--- config.mk ---
export PLATFORM = sky130hd
export DESIGN_NAME = segre_mem_stage
export DESIGN_NICKNAME = d
export VERILOG_FILES = /design/src/rtl/segre_mem_stage.sv
export SDC_FILE = /design/constraint.sdc
export NUM_CORES = 1
export LEC_CHECK = 0
export ABC_AREA = 0
export BUFFER_PORTS_ARGS = -buffer_cell sky130_fd_sc_hd__buf_2
export CAP_MARGIN = 10
export CORE_MARGIN = 4
export CORE_UTILIZATION = 51
export CTS_BUF_LIST = sky130_fd_sc_hd__clkbuf_16
export DETAILED_ROUTE_END_ITERATION = 8
export GPL_TIMING_DRIVEN = 0
export HOLD_SLACK_MARGIN = 0.05
export PLACE_DENSITY = 0.78
export RECOVER_POWER = 100
export SKIP_LAST_GASP = 1
export SYNTH_ARGS = -nofsm -noshare
export SYNTH_HDL_FRONTEND = slang
export SYNTH_SLANG_ARGS = --single-unit
--- constraint.sdc ---
create_clock -name clk_i -period 2.4 [get_ports clk_i]
set_clock_uncertainty 0.15 [all_clocks]
set_input_delay 0.48 -clock clk_i [delete_from_list [all_inputs] [get_ports clk_i]]
set_output_delay 0.48 -clock clk_i [all_outputs]
set_load 0.05 [all_outputs]
--- src/rtl/segre_mem_stage.sv ---
// Segre MEM stage: EX/MEM register, req/gnt/rvalid data-memory port, store lane alignment, load extension.
// Optional misaligned-access trap enabled by defining SEGRE_MEM_MISALIGN_TRAP_EN.
module segre_mem_stage #(
  parameter int WORD_SIZE = 32,
  parameter int ADDR_SIZE = 32,
  parameter int REG_SIZE  = 5
) (
  input  logic                 clk_i,
  input  logic                 rst_i,
  input  logic                 valid_ex_i,
  input  logic [WORD_SIZE-1:0] alu_res_i,
  input  logic                 rf_we_i,
  input  logic [REG_SIZE-1:0]  rf_waddr_i,
  input  logic [WORD_SIZE-1:0] rf_st_data_i,
  input  logic [1:0]           memop_type_i,
  input  logic                 memop_rd_i,
  input  logic                 memop_wr_i,
  input  logic                 memop_sign_ext_i,
  input  logic                 is_jaljalr_i,
  input  logic [ADDR_SIZE-1:0] seq_new_pc_i,
  input  logic                 block_mem_i,
  input  logic                 inject_nops_i,
  output logic                 dmem_req_o,
  output logic                 dmem_we_o,
  output logic [ADDR_SIZE-1:0] dmem_addr_o,
  output logic [3:0]           dmem_be_o,
  output logic [WORD_SIZE-1:0] dmem_wdata_o,
  input  logic                 dmem_gnt_i,
  input  logic                 dmem_rvalid_i,
  input  logic [WORD_SIZE-1:0] dmem_rdata_i,
  output logic                 rf_we_o,
  output logic [REG_SIZE-1:0]  rf_waddr_o,
  output logic [WORD_SIZE-1:0] rf_wdata_o,
  output logic                 valid_mem_o,
  output logic                 mem_stall_o,
  output logic                 misalign_o
);

  typedef enum logic [1:0] {IDLE, WAIT, DONE} state_e;

  localparam logic [1:0] MEM_BYTE = 2'b00;
  localparam logic [1:0] MEM_HALF = 2'b01;

  logic                 valid_q;
  logic [WORD_SIZE-1:0] alu_res_q;
  logic                 rf_we_q;
  logic [REG_SIZE-1:0]  rf_waddr_q;
  logic [WORD_SIZE-1:0] st_data_q;
  logic [1:0]           type_q;
  logic                 rd_q;
  logic                 wr_q;
  logic                 sext_q;
  logic                 jal_q;
  logic [ADDR_SIZE-1:0] pc_q;
  logic [WORD_SIZE-1:0] ld_q;
  state_e               state_q, state_d;

  logic                 hold;
  logic                 is_store;
  logic                 misalign;
  logic                 active;
  logic                 req;
  logic [1:0]           lsb;
  logic [3:0]           be;
  logic [WORD_SIZE-1:0] wdata;
  logic [7:0]           lane8;
  logic [15:0]          lane16;
  logic [WORD_SIZE-1:0] ld_ext;

  assign hold     = block_mem_i | mem_stall_o;
  assign lsb      = alu_res_q[1:0];
  assign is_store = wr_q & ~rd_q;

`ifdef SEGRE_MEM_MISALIGN_TRAP_EN
  assign misalign = valid_q & (rd_q | wr_q) &
                    (((type_q == MEM_HALF) & lsb[0]) |
                     ((type_q != MEM_BYTE) & (type_q != MEM_HALF) & (lsb != 2'b00)));
`else
  assign misalign = 1'b0;
`endif

  assign active = valid_q & (rd_q | wr_q) & ~misalign;

  always_ff @(posedge clk_i) begin
    if (rst_i) begin
      valid_q    <= 1'b0;
      alu_res_q  <= '0;
      rf_we_q    <= 1'b0;
      rf_waddr_q <= '0;
      st_data_q  <= '0;
      type_q     <= 2'b00;
      rd_q       <= 1'b0;
      wr_q       <= 1'b0;
      sext_q     <= 1'b0;
      jal_q      <= 1'b0;
      pc_q       <= '0;
    end else if (!hold) begin
      if (inject_nops_i) begin
        valid_q <= 1'b0;
        rf_we_q <= 1'b0;
        rd_q    <= 1'b0;
        wr_q    <= 1'b0;
      end else begin
        valid_q    <= valid_ex_i;
        alu_res_q  <= alu_res_i;
        rf_we_q    <= rf_we_i;
        rf_waddr_q <= rf_waddr_i;
        st_data_q  <= rf_st_data_i;
        type_q     <= memop_type_i;
        rd_q       <= memop_rd_i;
        wr_q       <= memop_wr_i;
        sext_q     <= memop_sign_ext_i;
        jal_q      <= is_jaljalr_i;
        pc_q       <= seq_new_pc_i;
      end
    end
  end

  always_ff @(posedge clk_i) begin
    if (rst_i) begin
      state_q <= IDLE;
      ld_q    <= '0;
    end else begin
      state_q <= state_d;
      if (state_q == WAIT && dmem_rvalid_i) begin
        ld_q <= dmem_rdata_i;
      end
    end
  end

  // DONE is left only when the stage register advances (capture or bubble).
  always_comb begin
    state_d = state_q;
    req     = 1'b0;
    case (state_q)
      IDLE: begin
        if (active) begin
          req = 1'b1;
          if (dmem_gnt_i && rd_q) state_d = WAIT;
        end
      end
      WAIT: begin
        if (dmem_rvalid_i) state_d = DONE;
      end
      DONE: begin
        if (!hold) state_d = IDLE;
      end
      default: state_d = IDLE;
    endcase
  end

  assign mem_stall_o = active & ~(is_store & dmem_gnt_i) & (state_q != DONE);
  assign valid_mem_o = valid_q & ~mem_stall_o;
  assign rf_we_o     = rf_we_q & valid_mem_o & ~misalign;
  assign rf_waddr_o  = rf_waddr_q;
  assign misalign_o  = misalign;

  always_comb begin
    be    = 4'b1111;
    wdata = st_data_q;
    case (type_q)
      MEM_BYTE: begin
        be    = 4'b0001 << lsb;
        wdata = {(WORD_SIZE/8){st_data_q[7:0]}};
      end
      MEM_HALF: begin
        be    = 4'b0011 << {lsb[1], 1'b0};
        wdata = {(WORD_SIZE/16){st_data_q[15:0]}};
      end
      default: begin
        be    = 4'b1111;
        wdata = st_data_q;
      end
    endcase
  end

  assign dmem_req_o   = req;
  assign dmem_we_o    = req & is_store;
  assign dmem_be_o    = req ? be : 4'b0000;
  assign dmem_addr_o  = {alu_res_q[ADDR_SIZE-1:2], 2'b00};
  assign dmem_wdata_o = wdata;

  assign lane8  = ld_q[{lsb, 3'b000} +: 8];
  assign lane16 = ld_q[{lsb[1], 4'b0000} +: 16];

  always_comb begin
    ld_ext = ld_q;
    case (type_q)
      MEM_BYTE: ld_ext = {{(WORD_SIZE-8){sext_q & lane8[7]}}, lane8};
      MEM_HALF: ld_ext = {{(WORD_SIZE-16){sext_q & lane16[15]}}, lane16};
      default:  ld_ext = ld_q;
    endcase
  end

  always_comb begin
    rf_wdata_o = alu_res_q;
    if (rd_q) begin
      rf_wdata_o = ld_ext;
    end else if (jal_q) begin
      rf_wdata_o = WORD_SIZE'(pc_q);
    end
  end

endmodule

==> results.toml <==
[synthesis]
synth_area_sq_mm = 0.00742
synth.most_common_cell = "dfxtp_1"
netlist.top_cell.by_area = "dfxtp_1"
yosysTopAreaCellShare_pct = 38.6
synth_edf_count = 0
synth_cells = 920
yosysSeqAreaShare_pct = 38.6
syn_area_per_cell_sq_um = 8.06
synth-seq-cells = 143
ys.flop_type = "dfxtp_1"
synth_area_leaders = "dfxtp_1 (39%), o31ai_1 (11%), a21oi_1 (9.6%)"
ys_types = 39
ys_warn_count = 0
ys_top_cells_by_count = "dfxtp_1 (143), a21oi_1 (142), nand3_1 (106)"
synth_async_sr_flop_share_pct = 0

[placement]
portBuffers = 252
dp.cells = 1354
dp_hpwl_mm = 21.5
place_congestion = 0.946

[clock_network]
clkTransAtPathRegs_ns = 0.06
cts.htree.levels = 4
cts_buffers = 17
clkLatencyLatePin_ns = 0.43
root_buffer = "clkbuf_16"
cts_tree = "done"
clockBufferDepth = 2
clock_sinks = 143

[finish]
final_util_pct = 72.7
syn_to_final_growth_pct = 37.6
instances_no_fill = 1397
nets = 1349
fillers = 1154
drive_above_1_share_pct = 32.5

[drt]
drt_first_pass_iters = 6
drtIter0Drc = 930
drc = 0
drt-total-wl_mm = 29.5
wl_per_cell_um = 21.1
ant_nets = 0
via_per_inst = 6.15
num_vias = 8593

[job]
drv_cap = 0

[timing]
finalCritPeriodShare_pct = 110
slew-limit-headroom_pct = 50.0
fin_ws_ns = -0.232
fin_crit_ns = 2.63
slew_viol_final = 0
fin_setup_tns_ns = -6.40
fmax_ghz = 0.380
grt_setup_unrepaired = "true"
max_slew.worst_pin.slew_ns = 0.750
finalSetupViolCount = 42
finalHoldViolCount = 0

[floorplanning]
die_y_um = 129
die_area_sq_mm = 0.0165
pin_count = 258
rows = 43
core_area_sq_mm = 0.0140
chipWidth_um = 129
start_util_pct = 52.8

[setup_path]
path_class = "register to output port"
arrival_ns = 2.00
slowest_delay_ns = 0.39
cp.required_ns = 1.77
critical_path.slowest_cell = "dfxtp_4"
path_delay_family = "flip-flops"
worstSetupEndpointType = "output port"
path_cells = "mux2_4, and3_4, o21ai_4, buf_12, a31oi_4, buf_6"
worst-path-max-fanout = 7
critPathBufInv = 2
start_kind = "register"

[power_and_ir_drop]
power.density_mw_per_mm2 = 614
ir_drop_v = 0.000519
power_leakage_nw = 4.13
p_total_mw = 6.27

[run_status]
violations = "negative setup slack"
run_status = "complete, but fails checks"

[grt]
antenna_found_initial = 2
gr-total-overflow = 0
grt_pass1_wl_mm = 43.6
grt_usage_pct = 33.8
grt_start_max_net_pins = 22
grt_pass1_vias = 8070

[hold_path]
hp-class = "input pin to register"
[power by group]
part	leakage, nW	switching [mW]	internal, mW	total (mW)
Combinational	2.67	0.798	0.430	1.23
Sequential	1.17	0.0762	2.46	2.54
Clock	0.292	1.02	1.49	2.50
Total	4.13	1.89	4.37	6.27
[routing by layer]
| metal | part of all wire, % | GRT usage, % |
|---|---|---|
| met1 | 38 | 44.9 |
| met2 | 46 | 54.5 |
| met3 | 11 | 6.43 |
| met4 | 4.2 | 13.7 |
| met5 | 0 | 0 |
[what timing repair did]
item                                    in CTS  in global routing
buffers inserted                             8                  6
resized for setup                          103                 73
pin swaps                                    5                 13
endpoints found under the setup margin      65                 59
hold buffers                                 0                  0
[final cells by class]
type | instances | area (sq um) | area share, %
multi-input cells | 630 | 4170 | 40.9
inverters | 6 | 22.5 | 0.221
diodes | 2 | 5.00 | 0.0490
plain buffers | 138 | 778 | 7.63
flip-flops and latches | 143 | 2880 | 28.3
repair buffers | 266 | 1580 | 15.5
clock buffers | 17 | 425 | 4.17
clock inverters | 15 | 115 | 1.13
well taps | 180 | 225 | 2.21
[worst register-to-register path: stages (launching register included)]
cell and delay, ns:
dfxtp_2 0.36, nor2b_4 0.16, o221ai_4 0.13, inv_1 0.53, buf_2 0.40, buf_2 0.30
o31ai_1 0.10, a21oi_1 0.17
[stage by stage]
| stage | setup slack (ns) | cell area, sq um | hold WS, ns |
|---|---|---|---|
| global placement | -0.500 | 9090 | 0.297 |
| finish | -0.232 | 10200 | 0.137 |
| global route | -0.255 | 10200 | 0.137 |
| CTS | -0.199 | 9970 | 0.133 |
| detailed placement | -0.529 | 9090 | 0.303 |
| floorplan | -0.129 | 7610 | 0.287 |
[layout by cell type, fill, tap and decap left out, types with 3 or more instances in the layout]
cell type,instances
mux2i_1,37
mux2_4,8
clkbuf_4,5
o211ai_1,17
a31oi_4,9
clkinv_2,5
o31ai_1,105
conb_1,3
a21oi_1,142
o21ai_1,5
buf_1,8
buf_6,22
clkbuf_1,90
o2bb2ai_1,7
nor2b_1,8
clkbuf_2,3
o21ai_2,7
buf_2,193
dfxtp_1,134
buf_4,72
buf_12,4
buf_8,6
dfxtp_4,4
mux2_2,11
nor2_1,14
a211oi_1,8
a221o_1,7
nor2_4,4
nor2b_4,3
nand3_1,106
clkbuf_16,17
dfxtp_2,5
a22oi_1,8
nand2_1,93
or4b_1,3
inv_1,12
[registers in the layout (all words and copies together) (netlist names)]
register	count
st_data_q	32
sext_q	1
type_q	2
alu_res_q	32
rd_q	1
ld_q	32
pc_q	32
state_q	2
wr_q	1
rf_waddr_o	5
jal_q	1
valid_q	1
rf_we_q	1
[cell families (layout without fill, tap and decap cells)]
logic type             count (synthesis)  count (layout)  synth area share [%]
AO/OA/AOI/OAI                        322             322                  27.8
buffers and inverters                149             442                  9.87
flip-flops                           143             143                  38.6
multiplexers                          58              58                  8.15
other                                  1               5                0.0506
AND/OR/NAND/NOR                      247             247                  15.5
[path summary, 6_finish.rpt]
kind / startpoint / slack, ns / cells after the start / endpoint
worst max register to register: wr_q / 0.02 / 7 / pc_q[15]
worst max-delay path: alu_res_q[1] / -0.23 / 6 / rf_wdata_o[13]
worst min register to register: ld_q[0] / 0.31 / 2 / ld_q[0]
worst min-delay path: dmem_rdata_i[18] / 0.14 / 3 / ld_q[18]
(Power assumes the default switching activity.)
